### src/rtl/instruction_encode_unit.sv
// RV32I field-to-word encoder with a single registered output stage,
// valid/ready handshaking on both sides and saturating delivery statistics.
module instruction_encode_unit #(
  parameter int CNT_W = 16
) (
  input  logic             clk,
  input  logic             rst,
  input  logic             in_valid,
  output logic             in_ready,
  input  logic [6:0]       opcode,
  input  logic [4:0]       rd,
  input  logic [2:0]       funct3,
  input  logic [4:0]       rs1,
  input  logic [4:0]       rs2,
  input  logic [6:0]       funct7,
  input  logic [31:0]      imm,
  output logic             out_valid,
  input  logic             out_ready,
  output logic [31:0]      instruction,
  output logic             err,
  input  logic             clr_stats,
  output logic [CNT_W-1:0] enc_count,
  output logic [CNT_W-1:0] err_count
);

  typedef enum logic [6:0] {
    OPC_R      = 7'b0110011,
    OPC_OP_IMM = 7'b0010011,
    OPC_LOAD   = 7'b0000011,
    OPC_JALR   = 7'b1100111,
    OPC_STORE  = 7'b0100011,
    OPC_BRANCH = 7'b1100011,
    OPC_LUI    = 7'b0110111,
    OPC_AUIPC  = 7'b0010111,
    OPC_JAL    = 7'b1101111
  } opcode_e;

  localparam logic [CNT_W-1:0] CNT_MAX = '1;

  logic        r_out_valid;
  logic [31:0] r_instruction;
  logic        r_err;
  logic [CNT_W-1:0] r_enc_count;
  logic [CNT_W-1:0] r_err_count;

  logic        w_in_hs;
  logic        w_out_hs;
  logic        w_is_shift;
  logic        w_fits12;
  logic        w_fits13;
  logic        w_fits21;
  logic [31:0] w_word;
  logic        w_err;

  assign in_ready = !r_out_valid || out_ready;
  assign w_in_hs  = in_valid && in_ready;
  assign w_out_hs = r_out_valid && out_ready;

  // Signed range checks: all bits above the field's sign bit must match it.
  assign w_fits12 = (&imm[31:11]) || !(|imm[31:11]);
  assign w_fits13 = (&imm[31:12]) || !(|imm[31:12]);
  assign w_fits21 = (&imm[31:20]) || !(|imm[31:20]);

  assign w_is_shift = (funct3 == 3'b001) || (funct3 == 3'b101);

  always_comb begin
    // NOTE: every output of this block gets a default first so no path
    // through the case can leave a value unassigned and infer a latch.
    w_word = 32'h0;
    w_err  = 1'b0;
    case (opcode)
      OPC_R: begin
        w_word = {funct7, rs2, rs1, funct3, rd, opcode};
      end
      OPC_OP_IMM: begin
        if (w_is_shift) begin
          w_word = {funct7, imm[4:0], rs1, funct3, rd, opcode};
          w_err  = |imm[31:5];
        end else begin
          w_word = {imm[11:0], rs1, funct3, rd, opcode};
          w_err  = !w_fits12;
        end
      end
      OPC_LOAD, OPC_JALR: begin
        w_word = {imm[11:0], rs1, funct3, rd, opcode};
        w_err  = !w_fits12;
      end
      OPC_STORE: begin
        w_word = {imm[11:5], rs2, rs1, funct3, imm[4:0], opcode};
        w_err  = !w_fits12;
      end
      OPC_BRANCH: begin
        w_word = {imm[12], imm[10:5], rs2, rs1, funct3, imm[4:1], imm[11], opcode};
        w_err  = !w_fits13 || imm[0];
      end
      OPC_LUI, OPC_AUIPC: begin
        w_word = {imm[31:12], rd, opcode};
        w_err  = |imm[11:0];
      end
      OPC_JAL: begin
        w_word = {imm[20], imm[10:1], imm[11], imm[19:12], rd, opcode};
        w_err  = !w_fits21 || imm[0];
      end
      default: begin
        w_word = 32'h0;
        w_err  = 1'b1;
      end
    endcase
  end

  // Output stage: load on accept, drop valid when drained without a refill.
  always_ff @(posedge clk or posedge rst) begin
    if (rst) begin
      // NOTE: sequential state uses non-blocking assignments so every
      // register samples pre-edge values regardless of statement order.
      r_out_valid   <= 1'b0;
      r_instruction <= 32'h0;
      r_err         <= 1'b0;
    end else if (w_in_hs) begin
      r_out_valid   <= 1'b1;
      r_instruction <= w_word;
      r_err         <= w_err;
    end else if (w_out_hs) begin
      r_out_valid   <= 1'b0;
    end
  end

  always_ff @(posedge clk or posedge rst) begin
    if (rst) begin
      r_enc_count <= '0;
      r_err_count <= '0;
    end else if (clr_stats) begin
      r_enc_count <= '0;
      r_err_count <= '0;
    end else if (w_out_hs) begin
      if (r_enc_count != CNT_MAX) r_enc_count <= r_enc_count + 1'b1;
      if (r_err && (r_err_count != CNT_MAX)) r_err_count <= r_err_count + 1'b1;
    end
  end

  assign out_valid   = r_out_valid;
  assign instruction = r_instruction;
  assign err         = r_err;
  assign enc_count   = r_enc_count;
  assign err_count   = r_err_count;

endmodule

### config.mk
export PLATFORM = sky130hd
export DESIGN_NAME = instruction_encode_unit
export DESIGN_NICKNAME = d
export VERILOG_FILES = /design/src/rtl/instruction_encode_unit.sv
export SDC_FILE = /design/constraint.sdc
export NUM_CORES = 1
export LEC_CHECK = 0
export BUFFER_PORTS_ARGS = -buffer_cell sky130_fd_sc_hd__buf_2
export CAP_MARGIN = 30
export CORE_MARGIN = 10
export CORE_UTILIZATION = 50
export DETAILED_ROUTE_END_ITERATION = 8
export PLACE_DENSITY_LB_ADDON = 0.15
export SLEW_MARGIN = 25
export SYNTH_ARGS = -nofsm -noshare
export SYNTH_HDL_FRONTEND = slang
export SYNTH_SLANG_ARGS = --single-unit
### constraint.sdc
create_clock -name clk -period 3.9 [get_ports clk]
set_clock_uncertainty 0.15 [all_clocks]
set_input_delay 0.78 -clock clk [delete_from_list [all_inputs] [get_ports clk]]
set_output_delay 0.78 -clock clk [all_outputs]
set_load 0.05 [all_outputs]
; ---- Word level (Yosys, flattened, before mapping)
; Index checks and enable logic that the tools add are counted.
[word_totals]
register_bits = 66
in_bits = 69
out_inout_bits = 67
[op_classes]
addsub = 2
eq_ne = 13
n_mux = 12
n_reduce_logical = 34
[op_table]
columns = operator, count
row1 = $pmux W32 S7, 1
row2 = $mux W16, 6
row3 = $add A16 B1 Y16 const B, 2
row4 = $mux W32, 1
row5 = $ne A16 B16 Y1 const B, 2
row6 = $reduce_or A27 Y1, 1
row7 = $reduce_or A12 Y1, 2
row8 = $eq A7 B6 Y1 const B, 3
row9 = $eq A7 B7 Y1 const B, 3
row10 = $reduce_and A21 Y1, 1
row11 = $reduce_or A21 Y1, 1
row12 = $reduce_and A20 Y1, 1
row13 = $reduce_or A20 Y1, 1
row14 = $eq A7 B5 Y1 const B, 2
row15 = $reduce_and A12 Y1, 1
row16 = $reduce_bool A2 Y1, 4
row17 = $eq A7 B2 Y1 const B, 1
row18 = $logic_not A1 Y1, 7
row19 = $logic_or A1 B1 Y1, 7
row20 = $pmux W1 S6, 1
row21 = $reduce_and A2 Y1, 2
row22 = $reduce_or A2 Y1, 2
row23 = $eq A3 B1 Y1 const B, 1
row24 = $eq A3 B3 Y1 const B, 1
row25 = other kinds (3), 7

; ---- Depth between registers and ports, before layout
; Gate-level depths: netlist (run 1).
[depth]
depth_word = 6
ltp_mapped = 7
ltp_nobuf = 6

; ---- Worst setup path before layout (run 1)
; Ideal clock, no wire load.
[synth_path]
kind = input-to-reg
startpoint = input port out_ready
endpoint = register r_instruction[25] (netlist: instruction[25])
setup_ns = 0.067
arrival_ns = 2.202
t_required_ns = 3.683
path_slack_ns = 1.481
cell_stages = 5
path_buffers = 0
path_cell_list = nand2b_1 > and2_0 > o2111ai_4 > nor2_2 > a221o_1
[synth_between]
elab_chain_len = 2
[synth_rtl]
columns = element, line_no
row1 = from (decl), 18  ; input logic out_ready,
row2 = $logic_or A1 B1 Y1, 55  ; assign in_ready = !r_out_valid || out_ready;
row3 = $logic_and A1 B1 Y1, 56  ; assign w_in_hs = in_valid && in_ready;
row4 = to (signal assigned), 121  ; r_instruction <= w_word;
row5 = to (decl), 41  ; logic [31:0] r_instruction;
; Every way passes these cells.
; A chain may end at the register's enable or synchronous reset.

; ---- Final worst setup path (run 1)
[layout_path]
startpoint = input port opcode[3]
endpoint = register r_instruction[19] (netlist: instruction[19])
[layout_between]
elab_chain_len = 3
[layout_rtl]
columns = element, line_no
row1 = from (decl), 10  ; input logic [6:0] opcode,
row2 = $eq A7 B6 Y1 (tied with other cells), 71  ; case (opcode)
row3 = $reduce_or A2 Y1, 71
row4 = $pmux W32 S7 (*), 71
; Mark *: on every way between the ends. The rest lies on a longest branch, timed or not.

==> results of run 1 <==
==> cells in the mapped netlist (all sizes together) (7+ instances only) <==
cell	number	area share
nand2b	7	0.012
a22oi	20	0.040
clkbuf	11	0.011
o2111ai	7	0.021
nand3	13	0.017
dfrtp	66	0.44
xnor2	11	0.026
nor4	12	0.022
nor2	48	0.049
nand4	14	0.029
buf	8	0.012
o21ai	33	0.045
xor2	13	0.030
nor3	12	0.020
a21oi	12	0.016
nand2	39	0.039
==> cell families (layout without fill, tap and decap cells) <==
kind of cell               count (synthesis)  count (layout)
AOI/OAI and AO/OA                        109             109
xor gates and xnor gates                  24              24
adders and majority gates                  2               2
buffers and inverters                     25             159
DFF                                       66              66
muxes                                      4               4
and+or+nand+nor                          172             172
==> flip-flops by register name, summed over array words and instances, names as in the netlist <==
register / flops
err_count: 16
instruction: 32
out_valid: 1
enc_count: 16
err: 1
==> power by group through the flow <==
stage                     sequential, mW  clock (mW)  combinational (mW)
after CTS                          0.707       0.511               0.204
after global routing               0.708       0.536               0.222
after global placement             0.719           0               0.203
after detailed placement           0.720           0               0.204
after floorplan                    0.759           0              0.0802
final                              0.707       0.498               0.204
==> layout make-up <==
type,count,share of cell area
clock buffer,11,0.0283
clock inverter,5,0.00674
inverter,6,0.00539
multi-input combinational,311,0.428
sequential,66,0.356
tap,99,0.0267
timing repair buffer,137,0.149
==> worst reg2reg max path, stage by stage (launching register included) <==
cell and delay, ns:
dfrtp_1 0.42, ha_1 0.24, nand4_1 0.16, nor4_1 0.64
nor2_1 0.15, xnor2_1 0.20, nor2_1 0.06
==> layer usage <==
layer | global-route usage | vias up
met5 | 0 | -
met4 | 0.0600 | 0
met3 | 0.0766 | 15
met2 | 0.300 | 157
met1 | 0.239 | 1725
li1 | - | 1770
==> cells in the final DEF, fill, tap and decap left out, types with 3 or more instances in the layout <==
cell type  count
nand2_1       39
xnor2_1       11
dfrtp_1       66
and3_1         6
a31oi_1        6
nor2_1        47
a211oi_1       6
nand3_1       13
clkinv_2       3
o2111ai_1      6
nor3b_1        3
xor2_1        13
a221o_1        6
a222oi_1       4
nor3_1         9
mux2_2         3
clkbuf_8       9
inv_1          5
o211ai_1       4
buf_2        135
o21ai_0       30
nor4_1        11
nor3_2         3
or4_1          3
a22oi_1       20
nand4_1       12
a21oi_1       12
nand2b_1       7
==> stage by stage <==
stage	instance area [um2]	hold slack, ns	cells
floorplan	3750	0.595	402
global placement	4480	0.311	619
detailed placement	4480	0.316	619
CTS	4640	0.335	635
global route	4640	0.353	635
finish	4640	0.330	635
==> worst paths after layout <==
check                                 from         endpoint  slack [ns]  cells past startpoint
setup / recovery                 opcode[3]  instruction[19]        1.55                      6
hold / removal             instruction[31]  instruction[31]        0.33                      1
setup reg to reg              enc_count[0]     enc_count[0]        1.76                      6
hold reg to reg            instruction[31]  instruction[31]        0.33                      1
max in group asynchronous              rst  instruction[24]        2.56                      3
min in group asynchronous              rst    err_count[10]        0.39                      2
==> run_results.csv, run 1 <==
group,metric,value,unit
outcome,status,"finished clean",
clock_tree,cts_sinks,66,
critical_path,slowest_delay,0.67,ns
sta,final.setup.tns,0,ns
routing,wl_per_cell,17.6,um
routing,ant_nets,0,
clock_tree,tritoncts,"built",
routing,first_pass_iters,5,
global_routing,gr-total-overflow,0,
global_routing,track_usage,0.192,
routing,drc,0,
floorplan,core,7290,um2
critical_path,cp_cell_sequence,"buf_2 > nand3b_4 > nor3_2 > or2_2 > a22oi_1 > o21ai_0",
pwr,ir_drop,190,uV
floorplan,io_pins,136,
global_routing,first_global_vias,3636,
finish,drive_gt1_frac,0.317,
critical_path,endpoint_kind,"flop",
routing,route.met2.wl,5160,um
pwr,clkPwrFrac,0.354,
clock_tree,clk_latency,0.34,ns
floorplan,rows,31,
critical_path,cp_max_fo,13,
synthesis,synth_simple_gate_area_frac,0.248,
critical_path,criticalPathCategory,"in -> reg",
routing,wirelength,11200,um
pwr,combPwrFrac,0.145,
clock_tree,clockBufferDepth,2,
placement,gp_congestion,0.930,
finish,fill_cells,664,
critical_path,slowest_stage,"nor3_2",
hold_path,hold_class,"reg -> reg",
placement,dp_hpwl,8700,um
sta,fmax,426,MHz
sta,relSlewSlack,0.463,
finish,syn_to_final_growth,23.8,%
pwr,leakage,2.15,nW
clock_tree,post_cts.repair.setup_buffers,0,
flow_run,maxCapViolCount,0,
finish,area.sequential,1650,um2
synthesis,muxShareOfSynthArea,0.0117,
finish,multi_input_area,1990,um2
finish,post-route-util,0.637,
sta,rsz0062_at_grt,"false",
global_routing,antenna_found_initial,0,
floorplan,die_area,11400,um2
critical_path,crit_path_start_kind,"input pin",
sta,hold_viol,0,
routing,via_per_inst,5.77,
floorplan,die_w,107,um
routing,vias,3667,
routing,wl_met1,4880,um
synthesis,synth_edf_count,0,
critical_path,worstPathRequired,4.00,ns
synthesis,ys_types,60,
routing,met3_length,949,um
pwr,pwr_density_cell,304,nW/um2
sta,setup_slack,1.55,ns
critical_path,critPathBufInv,1,
sta,slew_violations,0,
clock_tree,htreeDepth,3,
finish,fin_nets,602,
floorplan,die_h,107,um
synthesis,yosys.area_share.adder,0.00667,
clock_tree,holdBufCountCts,0,
routing,drtIter0Drc,159,
sta,setup_viol_count_final,0,
sta,finalCritPeriodShare,0.603,
synthesis,synth_top_flop_cell,"dfrtp_1",
placement,place_ws,1.22,ns
synthesis,netlist_instances,402,
floorplan,start_util,0.514,
synthesis,synth_top_family_by_area,"simple AND/OR/NAND/NOR gates",
finish,diodes,0,
global_routing,grt_pass1_wl,18000,um
synthesis,ys.warnings.count,0,
synthesis,synth-compound-area-share,0.208,
routing,highest_layer,"met4",
synthesis,synthXorXnorAreaFrac,0.0561,
critical_path,critPathArrivalTime,2.45,ns
clock_tree,path_clk_slew,0.07,ns
pwr,sw_frac_of_total,0.302,
clock_tree,cts_buffers,9,
synthesis,async_flop_share,1.00,
synthesis,syn_nets,473,
synthesis,synth_area,3750,um2
synthesis,synth_seq_cells,66,
pwr,fin_total_pwr,1.41,mW
synthesis,ys_seq_area_frac,0.440,
sta,tightestPinTransition,0.798,ns
clock_tree,cts-resized-gates,0,
global_routing,grt_max_degree,55,
placement,io_buffers,135,
pwr,seqPwrFrac,0.501,
sta,fin_crit,2.35,ns
critical_path,path_delay_family,"simple AND/OR/NAND/NOR gates",
pwr,internal-power,984,uW
pwr,switchingPower,425,uW
synthesis,syn_area_per_cell,9.33,um2
clock_tree,cts-root-buf,"clkbuf_8",
(Power assumes the default switching activity.)
==> run 2: changes to the inputs <==
--- a/config.mk
+++ b/config.mk
@@ -8,7 +8,7 @@
 export BUFFER_PORTS_ARGS = -buffer_cell sky130_fd_sc_hd__buf_2
 export CAP_MARGIN = 30
 export CORE_MARGIN = 10
-export CORE_UTILIZATION = 50
+export CORE_UTILIZATION = 45
 export DETAILED_ROUTE_END_ITERATION = 8
 export PLACE_DENSITY_LB_ADDON = 0.15
 export SLEW_MARGIN = 25
==> constraint.sdc (replaced) <==
create_clock -name clk -period 1.95 [get_ports clk]
set_clock_uncertainty 0.15 [all_clocks]
set_input_delay 0.39 -clock clk [delete_from_list [all_inputs] [get_ports clk]]
set_output_delay 0.39 -clock clk [all_outputs]
set_load 0.05 [all_outputs]
==> run_results.csv, run 2 (same netlist as run 1, synthesis figures left out) <==
group,metric,value,unit
outcome,status,"finished clean",
sta,setup_viol_count_final,0,
floorplan,die_w,111,um
critical_path,criticalPathCategory,"reg -> reg",
critical_path,endpoint_kind,"flop",
sta,finalCritPeriodShare,0.932,
routing,wirelength,11800,um
floorplan,die_area,12400,um2
global_routing,antenna_found_initial,0,
sta,setup_slack,0.132,ns
placement,gp_congestion,0.912,
hold_path,hold_class,"in -> reg",
global_routing,gr-total-overflow,0,
finish,drive_gt1_frac,0.415,
routing,drtIter0Drc,188,
placement,dpl_cell_area,4890,um2
finish,final_cell_mix,"buf_2 (135), nor2_1 (47), dfrtp_1 (41)",
critical_path,r2r_setup_slack,0.13,ns
floorplan,start_util,0.459,
sta,hold_viol,0,
sta,tightestPinTransition,0.568,ns
clock_tree,cts-root-buf,"clkbuf_8",
hold_path,hold_start,"in_valid",
sta,whs,0.135,ns
clock_tree,tritoncts,"built",
critical_path,critPathArrivalTime,1.88,ns
finish,largest_register_ffs,32,
critical_path,crit_path_start_kind,"flop",
pwr,pwr_density_cell,595,nW/um2
clock_tree,clockBufferDepth,2,
routing,wl_per_cell,17.3,um
critical_path,worstPathRequired,2.01,ns
finish,fin_nets,642,
pwr,ir_drop,358,uV
routing,first_pass_iters,6,
placement,place_ws,-0.0703,ns
finish,diodes,0,
pwr,leakage,2.34,nW
sta,slew_violations,0,
floorplan,die_h,111,um
sta,rsz0062_at_grt,"true",
critical_path,ff2ff_path_depth,5,
clock_tree,post_cts.repair.setup_buffers,0,
placement,io_buffers,135,
clock_tree,cts_sinks,66,
global_routing,grt_pass1_wl,19500,um
clock_tree,path_clk_slew,0.07,ns
clock_tree,clk_latency,0.34,ns
global_routing,track_usage,0.186,
finish,syn_to_final_growth,35.8,%
routing,ant_nets,0,
sta,fin_crit,1.82,ns
hold_path,hold-path-endpoint,"out_valid",
placement,dp_hpwl,9370,um
routing,via_per_inst,5.60,
hold_path,min_delay_path_depth,2,
critical_path,reg2reg_from,"enc_count[3]",
floorplan,io_pins,136,
finish,post-route-util,0.623,
routing,drc,0,
critical_path,cp_max_fo,6,
floorplan,rows,33,
clock_tree,htreeDepth,3,
critical_path,r2r-end,"enc_count[15]",
clock_tree,cts_buffers,9,
finish,final_common_cell,"buf_2",
flow_run,maxCapViolCount,0,
global_routing,first_global_vias,3915,
sta,relSlewSlack,0.620,
routing,vias,3816,
finish,design_area,5090,um2
sta,fmax,550,MHz
global_routing,grt_max_degree,67,
floorplan,core,8180,um2
-- run 2: changes by cell type in the layout (fill, tap and decap cells not counted), moves of 2 or more --
cell,delta
buf_12,+2
buf_4,+37
dfrtp_1,-25
dfrtp_2,+25
o21ai_0,-3
o21ai_1,+3
-- run 2: worst max-delay path by stage --
stage / startpoint / endpoint / slack, ns / depth (start not counted)
2_1_floorplan: err_count[5] / err_count[15] / 0.001 / 5
3_3_place_gp: imm[7] / err / -0.02 / 6
3_5_place_dp: imm[7] / err / -0.07 / 6
4_1_cts: err_count[0] / err_count[5] / 0.03 / 7
5_1_grt: enc_count[12] / enc_count[5] / -0.02 / 4
6_report: enc_count[3] / enc_count[15] / 0.13 / 5
-- run 2: report_power, final --
group / total, mW / switching (mW) / leakage, nW / internal [mW]
logic: 0.463 / 0.301 / 1.37 / 0.162
clock network: 1.15 / 0.526 / 0.0974 / 0.624
registers: 1.42 / 0.0247 / 0.871 / 1.39
-- run 2: metal layers --
metal	GRT usage	up-vias	part of all wire	wire length [um]
met5	0	-	0	0
met4	0.0343	0	0.011	133
met3	0.0536	14	0.064	754
met2	0.321	132	0.50	5870
met1	0.226	1813	0.43	5000
li1	-	1857	-	-
-- run 2: metrics by stage --
step	power (mW)	TNS, ns	std cells
2_1_floorplan	1.69	0	402
3_3_place_gp	1.90	-0.0262	664
3_5_place_dp	1.91	-0.154	664
4_1_cts	3.06	0	681
5_1_grt	3.17	-0.0563	681
6_report	3.03	0	681
-- run 2: area by class of cell --
| class | instances | area, um2 |
|---|---|---|
| Fill cell | 723 | 3080 |
| Sequential cell | 66 | 1680 |
| Tap cell | 105 | 131 |
| Timing Repair Buffer | 177 | 1020 |
| Multi-Input combinational cell | 311 | 2040 |
| Clock inverter | 3 | 40.0 |
| Inverter | 6 | 26.3 |
| Clock buffer | 13 | 149 |
-- run 2: repair_timing --
| item | 4_1_cts | 5_1_grt |
|---|---|---|
| gates resized for setup | 0 | 2 |
| hold buffers | 1 | 0 |
| endpoints found under the hold margin | 23 | 0 |
| endpoints found under the setup margin | 0 | 8 |
-- run 2: worst max-delay path, cell delays in order, from the launching register on --
cell and delay, ns:
dfrtp_2 0.42, nand4_2 0.19, or3_4 0.45, nor4_1 0.25, xnor2_1 0.17, nor2_1 0.06
==> run 3: changes to the inputs <==
--- a/config.mk
+++ b/config.mk
@@ -8,7 +8,7 @@
 export BUFFER_PORTS_ARGS = -buffer_cell sky130_fd_sc_hd__buf_2
 export CAP_MARGIN = 30
 export CORE_MARGIN = 10
-export CORE_UTILIZATION = 45
+export CORE_UTILIZATION = 50
 export DETAILED_ROUTE_END_ITERATION = 8
 export PLACE_DENSITY_LB_ADDON = 0.15
 export SLEW_MARGIN = 25
==> constraint.sdc (replaced) <==
create_clock -name clk -period 1.7 [get_ports clk]
set_clock_uncertainty 0.15 [all_clocks]
set_input_delay 0.34 -clock clk [delete_from_list [all_inputs] [get_ports clk]]
set_output_delay 0.34 -clock clk [all_outputs]
set_load 0.05 [all_outputs]
==> run_results.csv, run 3 (same netlist as run 1, synthesis figures left out) <==
group,metric,value,unit
finish,syn_to_final_growth,55.0,%
critical_path,critPathBufInv,3,
routing,first_pass_iters,5,
critical_path,slowest_stage,"dfrtp_2",
sta,final.setup.tns,-0.895,ns
pwr,ir_drop,392,uV
sta,tightestPinTransition,0.446,ns
global_routing,antenna_found_initial,0,
routing,via_per_inst,5.73,
finish,fill_cells,519,
hold_path,hold-path-endpoint,"instruction[29]",
pwr,leakage,2.68,nW
clock_tree,htreeDepth,3,
pwr,combPwrFrac,0.183,
floorplan,start_util,0.514,
floorplan,die_area,11400,um2
sta,fmax,524,MHz
hold_path,hold_class,"in -> reg",
routing,drc,0,
routing,wl_per_cell,18.0,um
critical_path,ff2ff_path_depth,7,
finish,drive_gt1_frac,0.536,
critical_path,criticalPathCategory,"reg -> reg",
critical_path,crit_path_start_kind,"flop",
sta,setup_slack,-0.209,ns
critical_path,worstPathRequired,1.78,ns
clock_tree,cts_buffers,9,
critical_path,cp_cell_sequence,"buf_6 > ha_4 > nand4_1 > buf_4 > buf_4 > o311a_1 > nor3_1",
finish,diodes,0,
pwr,switchingPower,1.04,mW
finish,largest_register_ffs,32,
critical_path,crit_top_cell,"buf_4",
sta,setup_viol_count_final,16,
clock_tree,cts_sinks,66,
pwr,pwr_density_cell,593,nW/um2
clock_tree,path_clk_slew,0.08,ns
placement,io_buffers,135,
sta,finalCritPeriodShare,1.12,
sta,rsz0062_at_grt,"true",
routing,wirelength,13100,um
routing,ant_nets,0,
pwr,fin_total_pwr,3.45,mW
floorplan,die_h,107,um
placement,place_ws,-0.261,ns
floorplan,core,7290,um2
outcome,status,"complete, but fails checks",
clock_tree,tritoncts,"built",
hold_path,min_delay_path_depth,2,
critical_path,path_delay_family,"buffers and inverters",
global_routing,track_usage,0.218,
critical_path,critPathArrivalTime,1.99,ns
outcome,failed_checks,"negative setup slack",
clock_tree,clockBufferDepth,2,
global_routing,gr-total-overflow,0,
floorplan,rows,31,
hold_path,hold_start,"imm[9]",
critical_path,cp_max_fo,4,
pwr,clkPwrFrac,0.346,
critical_path,slowest_delay,0.40,ns
critical_path,r2r_setup_slack,-0.21,ns
sta,slew_violations,0,
finish,post-route-util,0.797,
clock_tree,clk_latency,0.34,ns
sta,hold_viol,0,
finish,final_common_cell,"buf_2",
routing,vias,4186,
clock_tree,cts-root-buf,"clkbuf_8",
finish,fin_nets,697,
floorplan,die_w,107,um
pwr,sw_frac_of_total,0.301,
pwr,seqPwrFrac,0.472,
critical_path,r2r-end,"enc_count[7]",
critical_path,endpoint_kind,"flop",
finish,final_cell_mix,"buf_2 (133), buf_4 (84), nor2_1 (44)",
floorplan,io_pins,136,
routing,drtIter0Drc,249,
flow_run,maxCapViolCount,0,
placement,dp_hpwl,9690,um
sta,relSlewSlack,0.701,
pwr,internal-power,2.41,mW
critical_path,reg2reg_from,"enc_count[1]",
sta,fin_crit,1.91,ns
placement,gp_congestion,0.877,
global_routing,grt_pass1_wl,20600,um
global_routing,grt_max_degree,67,
global_routing,first_global_vias,4407,
==> run 3: changes by cell type in the layout (fill, tap and decap cells not counted), moves of 4 or more <==
cell	delta
o21ai_1	+4
buf_4	+45
nand3_1	-5
buf_6	+9
dfrtp_2	+8
dfrtp_1	-8
o21ai_0	-7
nand3_2	+4
==> run 3: cell type report <==
type | instances | area (um2) | share of cell area
Multi-Input combinational cell | 311 | 2310 | 0.397
Inverter | 6 | 26.3 | 0.00452
Timing Repair Buffer | 232 | 1490 | 0.256
Sequential cell | 66 | 1690 | 0.291
Clock inverter | 5 | 30.0 | 0.00517
Tap cell | 99 | 124 | 0.0213
Clock buffer | 11 | 141 | 0.0243
==> run 3: how the worst max path moves through the flow <==
stage / depth (start not counted) / end / from / slack (ns)
after floorplan: 7 / err_count[1] / err_count[0] / -0.25
after global placement: 7 / instruction[12] / opcode[4] / -0.19
after detailed placement: 6 / instruction[23] / opcode[6] / -0.26
after CTS: 7 / enc_count[0] / enc_count[1] / -0.07
after global routing: 7 / enc_count[7] / enc_count[1] / -0.18
final: 7 / enc_count[7] / enc_count[1] / -0.21
==> run 3: metrics by stage <==
stage	std cells	cell area (um2)	hold slack [ns]
6_report	730	5810	0.112
5_1_grt	730	5810	0.104
4_1_cts	724	5670	0.0946
3_5_place_dp	703	5410	0.308
3_3_place_gp	703	5410	0.305
2_1_floorplan	402	4050	0.298
==> run 3: per-layer routing <==
| layer | track usage | part of all wire |
|---|---|---|
| met5 | 0 | 0 |
| met4 | 0.0870 | 0.025 |
| met3 | 0.0533 | 0.074 |
| met2 | 0.388 | 0.52 |
| met1 | 0.244 | 0.38 |
==> run 3: repair_timing <==
item                                   CTS  global route
endpoints found under the hold margin   66             0
setup endpoints to repair               17            25
hold buffers                             1             0
pin swaps                               12            14
resized for setup                       11            22
setup buffers                            4             6
==> run 3: power groups by stage <==
stage	clock network, mW	logic [mW]	registers [mW]
4_1_cts	1.20	0.600	1.62
3_3_place_gp	0	0.568	1.65
6_report	1.19	0.629	1.63
2_1_floorplan	0	0.203	1.75
3_5_place_dp	0	0.580	1.66
5_1_grt	1.28	0.676	1.63
